<file path="config.mk">
export PLATFORM = sky130hd
export DESIGN_NAME = pic_init_sequencer
export DESIGN_NICKNAME = d
export VERILOG_FILES = /design/src/rtl/pic_init_sequencer.sv
export SDC_FILE = /design/constraint.sdc
export NUM_CORES = 1
export LEC_CHECK = 0
export ABC_CLOCK_PERIOD_IN_PS = 4300
export BUFFER_PORTS_ARGS = -buffer_cell sky130_fd_sc_hd__buf_2
export CAP_MARGIN = 20
export CORE_AREA = 2 2 47 49
export DETAILED_ROUTE_END_ITERATION = 10
export DIE_AREA = 0 0 49 51
export PLACE_DENSITY_LB_ADDON = 0.2
export SYNTH_ARGS = -nofsm -noshare
export SYNTH_HDL_FRONTEND = slang
export SYNTH_SLANG_ARGS = --single-unit
</file>
<file path="constraint.sdc">
create_clock -name clk -period 4.3 [get_ports clk]
set_input_delay 0.645 -clock clk [delete_from_list [all_inputs] [get_ports clk]]
set_output_delay 0.645 -clock clk [all_outputs]
set_load 0.01 [all_outputs]
</file>
<file path="src/rtl/pic_init_sequencer.sv">
// rtl/pic_init_sequencer.sv - programs the master/slave i8259 pair (ICW1-4 + OCW1) and arbitrates the shared PIC I/O bus
module pic_init_sequencer #(
  parameter logic [7:0]  MAS_BASE   = 8'h08,
  parameter logic [7:0]  SLA_BASE   = 8'h70,
  parameter logic [7:0]  MAS_MASK   = 8'hB8,
  parameter logic [7:0]  SLA_MASK   = 8'hBD,
  parameter int unsigned GAP        = 1,
  parameter bit          AUTO_START = 1'b1
) (
  input  logic       clk,
  input  logic       rst_n,
  input  logic       start,
  output logic       busy,
  output logic       done,
  input  logic       cpu_address,
  input  logic       cpu_read,
  input  logic       cpu_write,
  input  logic [7:0] cpu_writedata,
  input  logic       cpu_master_cs,
  input  logic       cpu_slave_cs,
  output logic       cpu_waitrequest,
  output logic       pic_address,
  output logic       pic_read,
  output logic       pic_write,
  output logic [7:0] pic_writedata,
  output logic       pic_master_cs,
  output logic       pic_slave_cs
);

  typedef enum logic [1:0] {ST_IDLE, ST_ARB, ST_WRITE, ST_GAP} state_t;

  localparam int unsigned GAP_M1   = (GAP == 0) ? 0 : GAP - 1;
  localparam logic [3:0]  GAP_LOAD = GAP_M1[3:0];
  localparam bit          HAS_GAP  = (GAP != 0);
  localparam logic [3:0]  LAST_IDX = 4'd9;

  state_t     state_q, state_d;
  logic [3:0] idx_q, idx_d;
  logic [3:0] gap_cnt_q, gap_cnt_d;
  logic       pending_q, pending_d;
  logic       done_q, done_d;

  logic       tbl_addr;
  logic       tbl_master;
  logic [7:0] tbl_data;

  // Entries 0..4 program the master, 5..9 the slave; ICW1 goes to the even port.
  always_comb begin
    tbl_master = (idx_q < 4'd5);
    tbl_addr   = !((idx_q == 4'd0) || (idx_q == 4'd5));
    case (idx_q)
      4'd0:    tbl_data = 8'h11;
      4'd1:    tbl_data = MAS_BASE & 8'hF8;
      4'd2:    tbl_data = 8'h04;
      4'd3:    tbl_data = 8'h01;
      4'd4:    tbl_data = MAS_MASK;
      4'd5:    tbl_data = 8'h11;
      4'd6:    tbl_data = SLA_BASE & 8'hF8;
      4'd7:    tbl_data = 8'h02;
      4'd8:    tbl_data = 8'h01;
      4'd9:    tbl_data = SLA_MASK;
      default: tbl_data = 8'h00;
    endcase
  end

  always_ff @(posedge clk or negedge rst_n) begin
    if (!rst_n) begin
      state_q   <= ST_IDLE;
      idx_q     <= 4'd0;
      gap_cnt_q <= 4'd0;
      pending_q <= AUTO_START;
      done_q    <= 1'b0;
    end else begin
      state_q   <= state_d;
      idx_q     <= idx_d;
      gap_cnt_q <= gap_cnt_d;
      pending_q <= pending_d;
      done_q    <= done_d;
    end
  end

  always_comb begin
    state_d   = state_q;
    idx_d     = idx_q;
    gap_cnt_d = gap_cnt_q;
    pending_d = pending_q;
    done_d    = 1'b0;
    case (state_q)
      ST_IDLE: begin
        if (start || pending_q) begin
          state_d   = ST_ARB;
          pending_d = 1'b0;
          idx_d     = 4'd0;
        end
      end
      ST_ARB: begin
        if (start) pending_d = 1'b1;
        // A CPU access already on the bus is allowed to finish before we take it.
        if (!(cpu_read || cpu_write)) state_d = ST_WRITE;
      end
      ST_WRITE: begin
        if (start) pending_d = 1'b1;
        if (HAS_GAP) begin
          state_d   = ST_GAP;
          gap_cnt_d = GAP_LOAD;
        end else if (idx_q == LAST_IDX) begin
          state_d = ST_IDLE;
          done_d  = 1'b1;
        end else begin
          idx_d = idx_q + 4'd1;
        end
      end
      ST_GAP: begin
        if (start) pending_d = 1'b1;
        if (gap_cnt_q == 4'd0) begin
          if (idx_q == LAST_IDX) begin
            state_d = ST_IDLE;
            done_d  = 1'b1;
          end else begin
            state_d = ST_WRITE;
            idx_d   = idx_q + 4'd1;
          end
        end else begin
          gap_cnt_d = gap_cnt_q - 4'd1;
        end
      end
      default: state_d = ST_IDLE;
    endcase
  end

  always_comb begin
    busy            = (state_q == ST_WRITE) || (state_q == ST_GAP);
    done            = done_q;
    cpu_waitrequest = busy && (cpu_read || cpu_write);
    pic_address     = 1'b0;
    pic_read        = 1'b0;
    pic_write       = 1'b0;
    pic_writedata   = 8'h00;
    pic_master_cs   = 1'b0;
    pic_slave_cs    = 1'b0;
    case (state_q)
      ST_IDLE, ST_ARB: begin
        pic_address   = cpu_address;
        pic_read      = cpu_read;
        pic_write     = cpu_write;
        pic_writedata = cpu_writedata;
        pic_master_cs = cpu_master_cs;
        pic_slave_cs  = cpu_slave_cs;
      end
      ST_WRITE: begin
        pic_address   = tbl_addr;
        pic_write     = 1'b1;
        pic_writedata = tbl_data;
        pic_master_cs = tbl_master;
        pic_slave_cs  = !tbl_master;
      end
      default: ;
    endcase
  end

endmodule

</file>
==> flow_summary.json, run 1 <==
{
  "vias": 992,
  "synth_fp_nets": 149,
  "cts_resized": 0,
  "drive_gt1_frac": 0.272,
  "fillers": 201,
  "worst_ep_required_time_ps": 3650,
  "synthFlopType": "dfrtp_1",
  "finClkSkew_ps": 3.64,
  "fin_total_pwr_mw": 0.728,
  "dp_worst_setup_slack_ps": 2090,
  "synth_top_cell_area_share": 0.270,
  "grt_pass1_wl_mm": 4.32,
  "synth_edf_count": 0,
  "antenna_found_initial": 0,
  "drtPass1Iterations": 4,
  "finalMaxSlewViolations": 0,
  "clock_path_buffers": 2,
  "crit_fanout": 8,
  "grt_use_total": 0.220,
  "stdcell_area_sq_mm": 0.00121,
  "critPathKind": "reg -> out",
  "end_kind": "output port",
  "io_buffers": 31,
  "ff2ff_setup_slack_ps": 2500,
  "start_kind": "flop",
  "syn_avg_cell_area_sq_um": 8.22,
  "core_sq_mm": 0.00206,
  "syn_inst": 124,
  "period_minus_slack_ps": 2550,
  "overflow": 0,
  "ys_top_cells_by_count": "inv_1 (18), dfrtp_1 (11), ha_1 (9), nand2_1 (8), nand3_1 (7)",
  "vias_per_cell": 5.54,
  "start_util": 0.494,
  "tightest_slew_ps": 854,
  "h-tree-depth": 1,
  "grt_max_degree": 31,
  "cts_setup_buffers": 0,
  "cts.sinks": 12,
  "synth_top_area_cell": "dfrtp_1",
  "placed_area_sq_mm": 0.00118,
  "insertion_delay_ps": 280,
  "r2r_start": "gap_cnt_q[0]$_DFFE_PN0P_",
  "drv_cap": 0,
  "reg2reg_depth": 5,
  "p_leak_nw": 0.626,
  "fin_crit_sh": 0.592,
  "wl_mm": 2.45,
  "diodes": 0,
  "synthArstFlopShare": 1.00,
  "hold_slack_ps": 227,
  "setup_viol": 0,
  "gp_congestion": 0.919,
  "grt_pass1_vias": 1033,
  "drt_iter0_drc": 33,
  "fp.dieW_um": 49,
  "synth_area_leaders": "dfrtp_1 (27%), ha_1 (11%), inv_1 (6.6%)",
  "io_pins": 32,
  "cts_tree": "built",
  "wl_per_cell_um": 13.7,
  "dp_hpwl_mm": 1.83,
  "syn-cell-area_sq_mm": 0.00102,
  "cts_hold_buf": 0,
  "finalSetupTns_ps": 0,
  "cts-root-buf": "clkbuf_4",
  "rsz0062_at_grt": "false",
  "reg2reg_to": "idx_q[3]$_DFFE_PN0P_",
  "cts_buffers": 3,
  "synth_seq_cells": 12,
  "hold_viol_final": 0,
  "finalWorstSetupSlack_ps": 1750,
  "ys_seq_area_frac": 0.296,
  "route.detailed.drc": 0,
  "cp.arrival_ps": 1900,
  "timing.fmax_mhz": 393,
  "area_delta_synth_final_pct": 19.1,
  "status": "completed",
  "synth-warning-count": 0,
  "irDropWorstVdd_mv": 0.426,
  "yosysMostFrequentCell": "inv_1",
  "fin_nets": 177,
  "num_rows": 17,
  "dieHeight_um": 51,
  "die_area_sq_mm": 0.00250,
  "synth_cell_types": 36,
  "drtAntennaViolNets": 0,
  "hp-class": "in -> async",
  "relSlewSlack": 0.430,
  "p_per_area_mw_per_mm2": 599,
  "path_clk_slew_ps": 80
}
registers in the layout, indices dropped and copies added, names as in the netlist:
name,cells
idx_q,4
done,1
pending_q,1
gap_cnt_q,4
state_q,2
worst max-delay path by stage:
stage                          from          endpoint  slack, ps
2_1_floorplan  idx_q[1]$_DFFE_PN0P_  pic_writedata[5]       2330
3_3_place_gp   idx_q[1]$_DFFE_PN0P_  pic_writedata[7]       2150
3_5_place_dp   idx_q[0]$_DFFE_PN0P_  pic_writedata[4]       2090
4_1_cts        idx_q[0]$_DFFE_PN0P_  pic_writedata[4]       1760
5_1_grt        idx_q[1]$_DFFE_PN0P_  pic_writedata[5]       1620
6_report       idx_q[0]$_DFFE_PN0P_  pic_writedata[4]       1750
power breakdown:
group          leakage, nW  internal (mW)  switching [mW]
Clock               0.0210         0.0515          0.0393
Sequential           0.152          0.144          0.0840
Combinational        0.453          0.188           0.222
Total                0.626          0.383           0.345
worst max-delay path, stage by stage, from the launching register on:
cell	delay, ps
dfrtp_1	510
inv_1	130
ha_1	260
mux2_2	270
a22oi_1	180
o22ai_1	100
buf_2	170
cells by family (layout without fill, tap and decap cells):
| group | count (synthesis) | after routing | share of synthesized area |
|---|---|---|---|
| AOI/OAI and AO/OA | 33 | 33 | 0.223 |
| adders and majority gates | 9 | 9 | 0.110 |
| buffers and inverters | 26 | 53 | 0.0969 |
| DFF | 12 | 12 | 0.296 |
| muxes | 8 | 8 | 0.0834 |
| and+or+nand+nor | 36 | 36 | 0.190 |
metal layers:
layer | share of wire | wire length [um] | global-route usage
met5 | 0 | 0 | 0
met4 | 0.015 | 36 | 0.0952
met3 | 0.056 | 137 | 0.0234
met2 | 0.48 | 1180 | 0.425
met1 | 0.45 | 1100 | 0.244
cells in the final DEF, fill, tap and decap left out, types with 5 or more instances in the layout:
cell type	synthesis	final
buf_2	1	31
dfrtp_1	11	11
ha_1	9	9
inv_1	18	18
nand2_1	8	8
nand3_1	7	7
nor2b_1	5	5
o21ai_0	6	6
o22ai_1	5	5
final cells by class:
cell class / count / area [sq um] / area share
clock buffers: 4 / 36.3 / 0.0299
inverters: 18 / 67.6 / 0.0556
multi-input cells: 86 / 619 / 0.510
flip-flops and latches: 12 / 302 / 0.248
well taps: 28 / 35.0 / 0.0288
repair buffers: 31 / 155 / 0.128
stage by stage:
stage	std cells	util
after floorplan	124	-
after global placement	175	0.571
after detailed placement	175	0.571
after CTS	179	0.589
after global routing	179	0.589
final	179	0.589
(Power assumes the default switching activity.)
==> run 2: changes to the inputs <==
- ABC_CLOCK_PERIOD_IN_PS: 4300 -> 2300
- CORE_AREA: 2 2 47 49 -> 2 2 51 53
- DIE_AREA: 0 0 49 51 -> 0 0 53 55
- clock period: 4.3 -> 2.3 ns (I/O delays scaled with it)
==> run 2 against run 1 <==
Power increased by 91%. Cell area increased by 3.6%. Hold slack improved by 180 ps. Non-clock buffer count increased by 5. Via count decreased by 0.10%. Clock skew increased by 1.7 ps. Combinational power increased by 110%. Largest cell class unchanged. Highest routed layer unchanged.
==> flow_summary.json, run 2 (synthesis results as in run 1) <==
{
  "reg2reg_to": "idx_q[3]$_DFFE_PN0P_",
  "dp.cells": 180,
  "grt_max_degree": 15,
  "cts_tree": "built",
  "diodes": 0,
  "die_area_sq_mm": 0.00292,
  "route.detailed.drc": 0,
  "hp-class": "in -> reg",
  "io_buffers": 31,
  "wl_mm": 2.44,
  "dp_hpwl_mm": 1.89,
  "dieHeight_um": 55,
  "finalMaxSlewViolations": 0,
  "hold_depth": 3,
  "path_clk_slew_ps": 70,
  "top_regs": "gap_cnt_q (4), idx_q (4), state_q (2)",
  "clock_path_buffers": 2,
  "wl_per_cell_um": 13.1,
  "seqCellArea_sq_um": 303,
  "io_pins": 32,
  "fp.dieW_um": 53,
  "final_common_cell": "buf_2",
  "final_cells": 186,
  "cp_slowest_cell": "dfrtp_1",
  "insertion_delay_ps": 280,
  "ff2ff_setup_slack_ps": 490,
  "drive_gt1_frac": 0.295,
  "setup_viol": 0,
  "drv_cap": 0,
  "gp_congestion": 0.811,
  "multiInputGateArea_sq_um": 619,
  "h-tree-depth": 1,
  "antenna_found_initial": 0,
  "relSlewSlack": 0.733,
  "cts-root-buf": "clkbuf_4",
  "overflow": 0,
  "grt_use_total": 0.189,
  "path_cells": "inv_1 -> ha_1 -> mux2_2 -> a22oi_1 -> o22ai_1 -> buf_2",
  "start_util": 0.431,
  "cts.sinks": 12,
  "area_delta_synth_final_pct": 23.4,
  "end_kind": "output port",
  "drtAntennaViolNets": 0,
  "drtPass1Iterations": 4,
  "irDropWorstVdd_mv": 0.770,
  "status": "completed",
  "finalSetupTns_ps": 0,
  "crit_buf_inv": 2,
  "core_sq_mm": 0.00236,
  "vias_per_cell": 5.33,
  "fin_crit_sh": 0.951,
  "r2r_start": "gap_cnt_q[0]$_DFFE_PN0P_",
  "hold_slack_ps": 404,
  "fin_nets": 182,
  "p_per_area_mw_per_mm2": 1110,
  "vias": 991,
  "period_minus_slack_ps": 2190,
  "hold_viol_final": 0,
  "cp_slowest_stage_delay_ps": 460,
  "worstHoldStart": "start",
  "grt_pass1_wl_mm": 4.01,
  "num_rows": 18,
  "timing.fmax_mhz": 457,
  "rsz0062_at_grt": "false",
  "reg2reg_depth": 5,
  "p_leak_nw": 0.646,
  "cp.arrival_ps": 1840,
  "min_to": "pending_q$_DFFE_PN1P_",
  "fillers": 227,
  "finClkSkew_ps": 5.33,
  "path_delay_family": "flip-flops",
  "grt_pass1_vias": 909,
  "crit_fanout": 7,
  "cts_buffers": 3,
  "critPathKind": "reg -> out",
  "drt_iter0_drc": 22,
  "start_kind": "flop",
  "tightest_slew_ps": 400,
  "worst_ep_required_time_ps": 1960,
  "final_cell_mix": "buf_2 (31), inv_1 (18), dfrtp_1 (10)"
}
-- run 2: cell count changes in the layout (fill, tap and decap cells not counted) --
| cell | delta |
|---|---|
| buf_4 | +4 |
| dfrtp_1 | -1 |
| dfrtp_2 | +1 |
| dlygate4sd3_1 | +1 |
-- run 2: area by class of cell --
| class | count | share of cell area |
|---|---|---|
| Multi-Input combinational cell | 86 | 0.492 |
| Sequential cell | 12 | 0.241 |
| Timing Repair Buffer | 36 | 0.155 |
| Inverter | 18 | 0.0537 |
| Tap cell | 30 | 0.0298 |
| Clock buffer | 4 | 0.0288 |
-- run 2: worst max-delay path by stage --
| stage | from | endpoint | cells after the start |
|---|---|---|---|
| 3_3_place_gp | idx_q[1]$_DFFE_PN0P_ | pic_writedata[7] | 6 |
| 5_1_grt | idx_q[1]$_DFFE_PN0P_ | pic_writedata[4] | 6 |
| 6_report | idx_q[1]$_DFFE_PN0P_ | pic_writedata[4] | 6 |
| 3_5_place_dp | idx_q[0]$_DFFE_PN0P_ | pic_writedata[4] | 6 |
| 4_1_cts | idx_q[0]$_DFFE_PN0P_ | pic_writedata[4] | 6 |
| 2_1_floorplan | gap_cnt_q[0]$_DFFE_PN0P_ | idx_q[3]$_DFFE_PN0P_ | 6 |
-- run 2: worst reg2reg max path, cell delays in order, from the launching register on --
cell      delay, ps
dfrtp_1         420
inv_1           100
ha_1            160
or3b_1          440
or4_1           530
o221ai_1         80
-- run 2: power by group --
| group | switching (mW) | internal [mW] |
|---|---|---|
| clock network | 0.0739 | 0.0963 |
| registers | 0.0968 | 0.272 |
| logic | 0.474 | 0.380 |
| total | 0.644 | 0.748 |
-- run 2: what timing repair did --
| item | CTS | global route |
|---|---|---|
| hold buffers | 1 | 0 |
| gates resized for setup | 0 | 1 |
| setup buffers | 0 | 1 |
| setup endpoints to repair | 0 | 3 |
| endpoints found under the hold margin | 11 | 0 |
-- run 2: per-stage QoR --
stage | util | setup WS [ps] | instance area (sq um) | total power [mW]
final | 0.532 | 112 | 1260 | 1.39
after global routing | 0.532 | 11.8 | 1260 | 1.52
after CTS | 0.529 | 80.2 | 1250 | 1.39
after detailed placement | 0.509 | 380 | 1200 | 1.22
after global placement | 0.509 | 452 | 1200 | 1.21
after floorplan | - | 581 | 1020 | 0.933
-- run 2: layer usage --
metal,share of wire,vias to the layer above,GRT usage
li1,-,502,-
met1,0.47,450,0.235
met2,0.46,35,0.340
met3,0.055,4,0.0161
met4,0.012,0,0.0769
met5,0,-,0
